===== src/rtl/emergency_zone_ctrl.sv =====
// Multi-zone emergency controller: synchronised, debounced panic/zone inputs drive a
// four-state FSM with latched causes, operator silence and registered active-low pins.
module emergency_zone_ctrl #(
    parameter int NUM_ZONES        = 4,
    parameter int DEBOUNCE_CYCLES  = 50_000,
    parameter int EMERG_MIN_CYCLES = 5_000_000,
    parameter int RECOVERY_CYCLES  = 10_000_000,
    parameter int CNT_W            = 24,
    parameter int FAST_BIT         = 22,
    parameter int SLOW_BIT         = 21
) (
    input  logic                 clk,
    input  logic                 reset,
    input  logic                 panic_n,
    input  logic [NUM_ZONES-1:0] zone_sense,
    input  logic [NUM_ZONES-1:0] zone_enable,
    input  logic                 ack,
    output logic                 alarm_n,
    output logic                 alert_light_n,
    output logic [NUM_ZONES-1:0] door_unlock_n,
    output logic                 call_help_n,
    output logic [NUM_ZONES-1:0] cause_zones,
    output logic                 cause_panic,
    output logic [1:0]           fsm_state,
    output logic [7:0]           event_count
);

    localparam logic [1:0] S_IDLE  = 2'd0;
    localparam logic [1:0] S_EMERG = 2'd1;
    localparam logic [1:0] S_SIL   = 2'd2;
    localparam logic [1:0] S_REC   = 2'd3;

    localparam int NIN  = NUM_ZONES + 1;
    localparam int DB_W = $clog2(DEBOUNCE_CYCLES);

    localparam logic [DB_W-1:0]  DB_LAST    = DB_W'(DEBOUNCE_CYCLES - 1);
    localparam logic [CNT_W-1:0] EMERG_LAST = CNT_W'(EMERG_MIN_CYCLES - 1);
    localparam logic [CNT_W-1:0] REC_LAST   = CNT_W'(RECOVERY_CYCLES - 1);
    // Panic sits in the top bit; its idle level is high, zones idle low.
    localparam logic [NIN-1:0]   IN_IDLE    = {1'b1, {NUM_ZONES{1'b0}}};

    logic [NIN-1:0]           raw_in;
    logic [NIN-1:0]           sync_a;
    logic [NIN-1:0]           sync_b;
    logic [NIN-1:0]           filt;
    logic [NIN-1:0][DB_W-1:0] db_cnt;

    logic                 panic_act;
    logic                 panic_prev;
    logic                 panic_ev;
    logic [NUM_ZONES-1:0] zact;
    logic                 trig;

    logic [1:0]       state;
    logic [1:0]       next_state;
    logic [CNT_W-1:0] timer;
    logic             timer_clear;
    logic             enter_emerg_evt;
    logic             enter_idle;
    logic             latch_en;
    logic             active;

    assign raw_in = {panic_n, zone_sense};

    always_ff @(posedge clk or posedge reset) begin
        if (reset) begin
            sync_a <= IN_IDLE;
            sync_b <= IN_IDLE;
        end else begin
            sync_a <= raw_in;
            sync_b <= sync_a;
        end
    end

    // A disagreeing input must persist DEBOUNCE_CYCLES cycles in a row to be accepted.
    always_ff @(posedge clk or posedge reset) begin
        if (reset) begin
            filt   <= IN_IDLE;
            db_cnt <= '0;
        end else begin
            for (int i = 0; i < NIN; i++) begin
                if (sync_b[i] == filt[i]) begin
                    db_cnt[i] <= '0;
                end else if (db_cnt[i] == DB_LAST) begin
                    filt[i]   <= sync_b[i];
                    db_cnt[i] <= '0;
                end else begin
                    db_cnt[i] <= db_cnt[i] + 1'b1;
                end
            end
        end
    end

    assign panic_act = ~filt[NUM_ZONES];
    assign panic_ev  = panic_act & ~panic_prev;
    assign zact      = filt[NUM_ZONES-1:0] & zone_enable;
    assign trig      = panic_ev | (|zact);

    always_comb begin
        next_state = state;
        case (state)
            S_IDLE: begin
                if (trig) next_state = S_EMERG;
            end
            S_EMERG: begin
                if (ack)                                      next_state = S_SIL;
                else if (timer >= EMERG_LAST && zact == '0)   next_state = S_REC;
            end
            S_SIL: begin
                if (panic_ev || |(zact & ~cause_zones))       next_state = S_EMERG;
                else if (timer >= EMERG_LAST && zact == '0)   next_state = S_REC;
            end
            default: begin
                if (trig)                   next_state = S_EMERG;
                else if (timer >= REC_LAST) next_state = S_IDLE;
            end
        endcase
    end

    // Silencing keeps the minimum-duration clock running so it cannot extend the event.
    assign timer_clear     = (next_state != state) && !(state == S_EMERG && next_state == S_SIL);
    assign enter_emerg_evt = (next_state == S_EMERG) && (state == S_IDLE || state == S_REC);
    assign enter_idle      = (next_state == S_IDLE) && (state != S_IDLE);
    assign latch_en        = (next_state == S_EMERG) || (state == S_EMERG) || (state == S_SIL);

    always_ff @(posedge clk or posedge reset) begin
        if (reset) begin
            state       <= S_IDLE;
            timer       <= '0;
            panic_prev  <= 1'b0;
            cause_zones <= '0;
            cause_panic <= 1'b0;
            event_count <= '0;
        end else begin
            state      <= next_state;
            panic_prev <= panic_act;
            if (timer_clear)  timer <= '0;
            else if (~&timer) timer <= timer + 1'b1;
            if (enter_idle) begin
                cause_zones <= '0;
                cause_panic <= 1'b0;
            end else if (latch_en) begin
                cause_zones <= cause_zones | zact;
                cause_panic <= cause_panic | panic_ev;
            end
            if (enter_emerg_evt && event_count != 8'hFF) event_count <= event_count + 1'b1;
        end
    end

    assign active    = (state == S_EMERG) || (state == S_SIL);
    assign fsm_state = state;

    // Pins decode the previous cycle's state/timer so every output is a clean flop.
    always_ff @(posedge clk or posedge reset) begin
        if (reset) begin
            alarm_n       <= 1'b1;
            alert_light_n <= 1'b1;
            call_help_n   <= 1'b1;
            door_unlock_n <= '1;
        end else begin
            alarm_n       <= !(state == S_EMERG && !timer[FAST_BIT]);
            alert_light_n <= active ? 1'b0 : (state == S_REC) ? ~timer[SLOW_BIT] : 1'b1;
            call_help_n   <= ~active;
            door_unlock_n <= active ? ~(cause_zones | {NUM_ZONES{cause_panic}}) : '1;
        end
    end

endmodule


===== config.mk =====
export PLATFORM = sky130hd
export DESIGN_NAME = emergency_zone_ctrl
export DESIGN_NICKNAME = d
export VERILOG_FILES = /design/src/rtl/emergency_zone_ctrl.sv
export SDC_FILE = /design/constraint.sdc
export NUM_CORES = 1
export LEC_CHECK = 0
export ABC_AREA = 1
export CAP_MARGIN = 10
export CORE_AREA = 8 8 127 141
export CTS_BUF_LIST = sky130_fd_sc_hd__clkbuf_16
export CTS_CLUSTER_SIZE = 20
export DETAILED_ROUTE_END_ITERATION = 8
export DIE_AREA = 0 0 135 149
export PLACE_DENSITY = 0.7
export SETUP_SLACK_MARGIN = 0.02
export SLEW_MARGIN = 20
export SYNTH_ARGS = -nofsm -noshare
export SYNTH_HDL_FRONTEND = slang
export SYNTH_SLANG_ARGS = --single-unit

===== constraint.sdc =====
create_clock -name clk -period 4.35 [get_ports clk]
set_input_delay 0.6525 -clock clk [delete_from_list [all_inputs] [get_ports clk]]
set_output_delay 0.6525 -clock clk [all_outputs]
set_load 0.05 [all_outputs]

==> results of run 1 <==
[worst reg2reg max path: stages, from the launching register on]
cell and delay [ns]:
dfrtp_1 0.40, ha_1 0.25, nand2_2 0.10, nor2_4 0.04, nand2_1 0.09, nand2_1 0.07, nand4_1 0.09, nand3_1 0.13
nand3b_2 0.31, nand2_8 0.15, nand3_4 0.36, a21oi_1 0.27
[report_power, final]
part           switching [mW]  internal, mW
registers              0.0615          1.39
logic                   0.470         0.190
clock network           0.540         0.829
total                    1.07          2.41
[worst min path at each step]
stage / startpoint / endpoint / cells past startpoint
5_1_grt: sync_a[2]$_DFF_PP0_ / sync_b[2]$_DFF_PP0_ / 0
2_1_floorplan: sync_a[0]$_DFF_PP0_ / sync_b[0]$_DFF_PP0_ / 0
3_5_place_dp: sync_a[2]$_DFF_PP0_ / sync_b[2]$_DFF_PP0_ / 0
4_1_cts: sync_a[2]$_DFF_PP0_ / sync_b[2]$_DFF_PP0_ / 0
6_report: sync_a[2]$_DFF_PP0_ / sync_b[2]$_DFF_PP0_ / 0
3_3_place_gp: sync_a[3]$_DFF_PP0_ / sync_b[3]$_DFF_PP0_ / 0
[cell usage after synthesis (12+ instances only)]
library cell | instances | area, um2
nor3_1 | 43 | 215.2
nor2_1 | 104 | 390.4
inv_1 | 103 | 386.6
nor3b_1 | 14 | 105.1
a21oi_1 | 40 | 200.2
nand2_1 | 131 | 491.7
dfrtp_1 | 132 | 3303
nand4_1 | 20 | 125.1
o21ai_0 | 25 | 125.1
xor2_1 | 28 | 245.2
ha_1 | 12 | 150.1
xnor2_1 | 13 | 113.9
nand3_1 | 47 | 235.2
a21oi_2 | 20 | 175.2
[layout make-up]
| type | count | area [um2] | area share, % |
|---|---|---|---|
| repair buffers | 34 | 350.3 | 4.234 |
| flip-flops and latches | 142 | 3566 | 43.10 |
| inverters | 111 | 422.9 | 5.111 |
| clock inverters | 15 | 131.4 | 1.588 |
| well taps | 200 | 250.2 | 3.024 |
| clock buffers | 17 | 425.4 | 5.141 |
| multi-input cells | 560 | 3128 | 37.80 |
[cell families after synthesis]
logic type                 Yosys count  synth area share (%)
AOI/OAI and AO/OA                  101                 8.608
and+or+nand+nor                    400                 27.00
xor gates and xnor gates            41                 5.011
DFF                                142                 49.76
buffers and inverters              117                 6.583
adders and majority gates           12                 2.095
muxes                                6                0.9428
[metrics by stage]
stage	cell area [um2]	hold slack, ns	power, mW	cells
floorplan	7169	0.3312	1.999	819
global placement	7717	0.3331	2.136	1047
detailed placement	7717	0.3363	2.143	1047
CTS	8274	0.3492	3.531	1079
global route	8274	0.3572	3.645	1079
finish	8274	0.3492	3.479	1079
[per-layer routing]
layer	track usage, %	part of all wire, %
met5	0	0
met4	6.115	1.4
met3	3.841	3.1
met2	24.43	49
met1	17.74	46
[sequential cells by signal (all words and copies together), names as in the netlist, 2 cells and up]
register	count
cause_zones	4
db_cnt	80
door_unlock_n	4
event_count	8
filt	5
fsm_state	2
sync_a	5
sync_b	5
timer	24
==> flow_summary.toml, run 1 <==
[die]
start_util_pct = 46.25
die_area_mm2 = 0.02012
dieWidth_um = 135
num_rows = 48
core_area_mm2 = 0.01549
die_y_um = 149
io_pins = 34

[clock_network]
h-tree-depth = 4
clk_pin_slew_ns = 0.06
clockBufferDepth = 2
postCtsHoldBufs = 0
tritoncts = "done"
cts-resized-gates = 0
cts_sinks = 142
clock_latency_ns = 0.42
post_cts_buffers = 0
cts_made_buffers = 17
cts-root-buf = "clkbuf_16"

[critical_path]
path_buf_inv = 1
critPathRequiredTime_ns = 3.70
path_delay_family = "buffers and inverters"
r2r-start = "timer[0]$_DFFE_PP0P_"
worstSetupPathType = "register to primary output"
worstReg2RegEnd = "timer[8]$_DFFE_PP0P_"
cp.arrival_ns = 1.85
rr_worst_depth = 11
startpoint = "fsm_state[1]$_DFF_PP0_"
slowest_delay_ns = 0.90
crit_path_cell_trace = "clkdlybuf4s50_1"
cp.depth = 1
worst_setup_path_start_kind = "register"
endpoint_kind = "primary output"
endpoint = "fsm_state[1]"
path_max_fanout = 6
r2r_setup_slack_ns = 2.00
critPathSlowestCell = "clkdlybuf4s50_1"

[detailed_routing]
vias = 5409
wirelength_um = 13860
wl_per_cell_um = 12.84
antenna_left = 0
initialDrtViolationCount = 242
vias_per_cell = 5.013
drtPass1Iterations = 4
drc = 0

[sta]
slew_violations = 0
timing.final.ws_setup_ns = 1.843
slew_headroom_pct = 49.81
final.period_utilization_pct = 57.64
final.min_clock_period_ns = 2.507
rsz0062_at_grt = "no"
finalHoldViolCount = 0
fmax_ghz = 0.3988
setup_viol = 0
finalSetupTns_ns = 0
clock_skew_ns = 0.01283
worst_slew_pin_slew_ns = 0.7494

[placement]
pre_cts_ws_ns = 1.509
port_buffers = 33
dp_hpwl_um = 9880
place_congestion = 0.8811

[finish]
drive_gt1_share_pct = 11.60
final_util_pct = 53.40
syn_to_final_growth_pct = 15.47
layout_commonest_cell = "dfrtp_1"
mostFrequentLayoutCells = "dfrtp_1, nand2_1, nor2_1"
diodes = 0
n_fill_cell = 1429
nNetsFinal = 890

[global_routing]
antenna_found_initial = 0
grt_pass1_vias = 5356
grt_use_total_pct = 14.70
grt_overflow = 0
grt_start_max_net_pins = 114
grt_pass1_wl_um = 24110

[logic_synthesis]
synth.cell_area_mm2 = 0.007166
synth_edf_count = 0
synth-warning-count = 0
async_flop_share_pct = 100.0
synth_flop_cell = "dfrtp_1"
synth.distinct_cells = 44
synth_seq_cells = 142
synth-seq-area-share_pct = 49.76
synth_cells = 819
syn_area_per_cell_um2 = 8.749
syn_nets = 843

[job]
drv_cap = 0

[run_status]
status = "finished clean"

[worst_hold_path]
hp-class = "register to register"

[power_and_ir_drop]
power-per-cell-area_mw_per_mm2 = 420.5
leakage_nw = 3.577
peakVddDrop_mv = 0.2472
Note: power is estimated with default switching activity, not from simulation.
==> run 2: changes to the inputs <==
- clock period: 4.35 -> 2.3 ns (I/O delays scaled with it)
==> run 2 against run 1 <==
  * Flip-flop and latch count unchanged
  * Worst setup slack worse by 1.7 ns
  * Cell area up 3.0%
  * Largest power group unchanged
==> flow_summary.toml, run 2 (synthesis gave the netlist of run 1 again) <==
[clock_network]
clk_pin_slew_ns = 0.06
h-tree-depth = 4
clockBufferDepth = 2
clock_latency_ns = 0.42
cts-root-buf = "clkbuf_16"
cts_sinks = 142
tritoncts = "done"
postCtsHoldBufs = 0
cts_made_buffers = 17

[critical_path]
cp.arrival_ns = 1.77
endpoint_kind = "primary output"
path_max_fanout = 5
worst_setup_path_start_kind = "register"
critPathSlowestCell = "clkdlybuf4s50_1"
slowest_delay_ns = 0.84
worstSetupPathType = "register to primary output"
critPathRequiredTime_ns = 1.96
rr_worst_depth = 12
crit_path_cell_trace = "buf_4 > clkdlybuf4s50_1"

[placement]
port_buffers = 33
place_congestion = 0.8701
dp_hpwl_um = 10510
dpl.cell_count = 1070
place_area_mm2 = 0.007940

[finish]
top_register = "db_cnt"
stdcell_area_mm2 = 0.008519
syn_to_final_growth_pct = 18.89
multiInputGateArea_mm2 = 0.003168
layout_commonest_cell = "dfrtp_1"
final_util_pct = 54.98
largestRegisters = "db_cnt (80), timer (24), event_count (8)"
diodes = 0
drive_gt1_share_pct = 15.04
n_fill_cell = 1407
seq_area_mm2 = 0.003566
stdcell_count = 1104
nNetsFinal = 915
mostFrequentLayoutCells = "dfrtp_1, nand2_1, inv_1"
largest_reg_flops = 80

[job]
drv_cap = 0

[global_routing]
grt_overflow = 0
grt_use_met1_pct = 17.97
antenna_found_initial = 0
grt_pass1_vias = 5471
grt_pass1_wl_um = 24870
grt_use_met2_pct = 26.48
top_usage_layer = "met2"
grt_start_max_net_pins = 54
grt_use_total_pct = 15.24
grt.met3_usage_pct = 3.369

[die]
io_pins = 34
die_y_um = 149
core_area_mm2 = 0.01549
die_area_mm2 = 0.02012
start_util_pct = 46.25
num_rows = 48
dieWidth_um = 135

[worst_hold_path]
hp-class = "input pin to async pin"

[detailed_routing]
antenna_left = 0
vias = 5557
wirelength_um = 14460
wl_per_cell_um = 13.10
drtPass1Iterations = 4
drc = 0
vias_per_cell = 5.034
initialDrtViolationCount = 223

[sta]
clock_skew_ns = 0.008369
fmax_ghz = 0.4717
slew_headroom_pct = 64.01
setup_viol = 0
finalHoldViolCount = 0
worst_slew_pin_slew_ns = 0.5381
final.min_clock_period_ns = 2.120
rsz0062_at_grt = "yes"
final.period_utilization_pct = 92.17
hold-worst-slack_ns = 0.2726
slew_violations = 0

[power_and_ir_drop]
power-per-cell-area_mw_per_mm2 = 794.1
peakVddDrop_mv = 0.5369
leakage_nw = 3.743
totalPowerFinal_mw = 6.765

[run_status]
status = "finished clean"
## run 2: cell type report
class,instances,share of cell area (%)
repair buffers,59,6.903
clock inverters,15,1.160
well taps,200,2.937
inverters,111,4.964
clock buffers,17,4.993
multi-input cells,560,37.19
flip-flops and latches,142,41.86
## run 2: stage by stage
stage,worst slack [ns],setup TNS [ns]
floorplan,0.1542,0
global placement,0.02075,0
detailed placement,-0.04433,-0.1875
CTS,0.1080,0
global route,0.02358,0
finish,0.1801,0
## run 2: timing repair
item | 4_1_cts | 5_1_grt
resized for setup | 0 | 10
setup buffers | 0 | 2
endpoints found under the setup margin | 0 | 26
## run 2: power breakdown
group	internal (mW)	switching [mW]	leakage (nW)
sequential	2.63	0.0929	1.91
combinational	0.621	0.972	1.58
clock	1.37	1.09	0.255
total	4.61	2.15	3.74
## run 2: per-layer routing
layer  wire, um  vias to the layer above
met5          0                        -
met4        268                        0
met3        373                       23
met2       7390                       57
met1       6428                     2654
li1           -                     2823
## run 2: path summary, 6_finish.rpt
| kind | startpoint | endpoint | slack (ns) |
|---|---|---|---|
| worst max register to register | timer[0]$_DFFE_PP0P_ | timer[21]$_DFFE_PP0P_ | 0.21 |
| min in group clk | sync_a[1]$_DFF_PP0_ | sync_b[1]$_DFF_PP0_ | 0.35 |
| worst min-delay path | reset | db_cnt[40]$_DFF_PP0_ | 0.27 |
| max in group asynchronous | reset | door_unlock_n[1]$_DFF_PP1_ | 1.34 |
| worst max-delay path | fsm_state[1]$_DFF_PP0_ | fsm_state[1] | 0.18 |
| worst min register to register | sync_a[1]$_DFF_PP0_ | sync_b[1]$_DFF_PP0_ | 0.35 |
## run 2: critical path: cells and delay by family, from the launching register on
kind / cells / cell delay, ns
buf+inv: 2 / 1.00
flops: 1 / 0.35
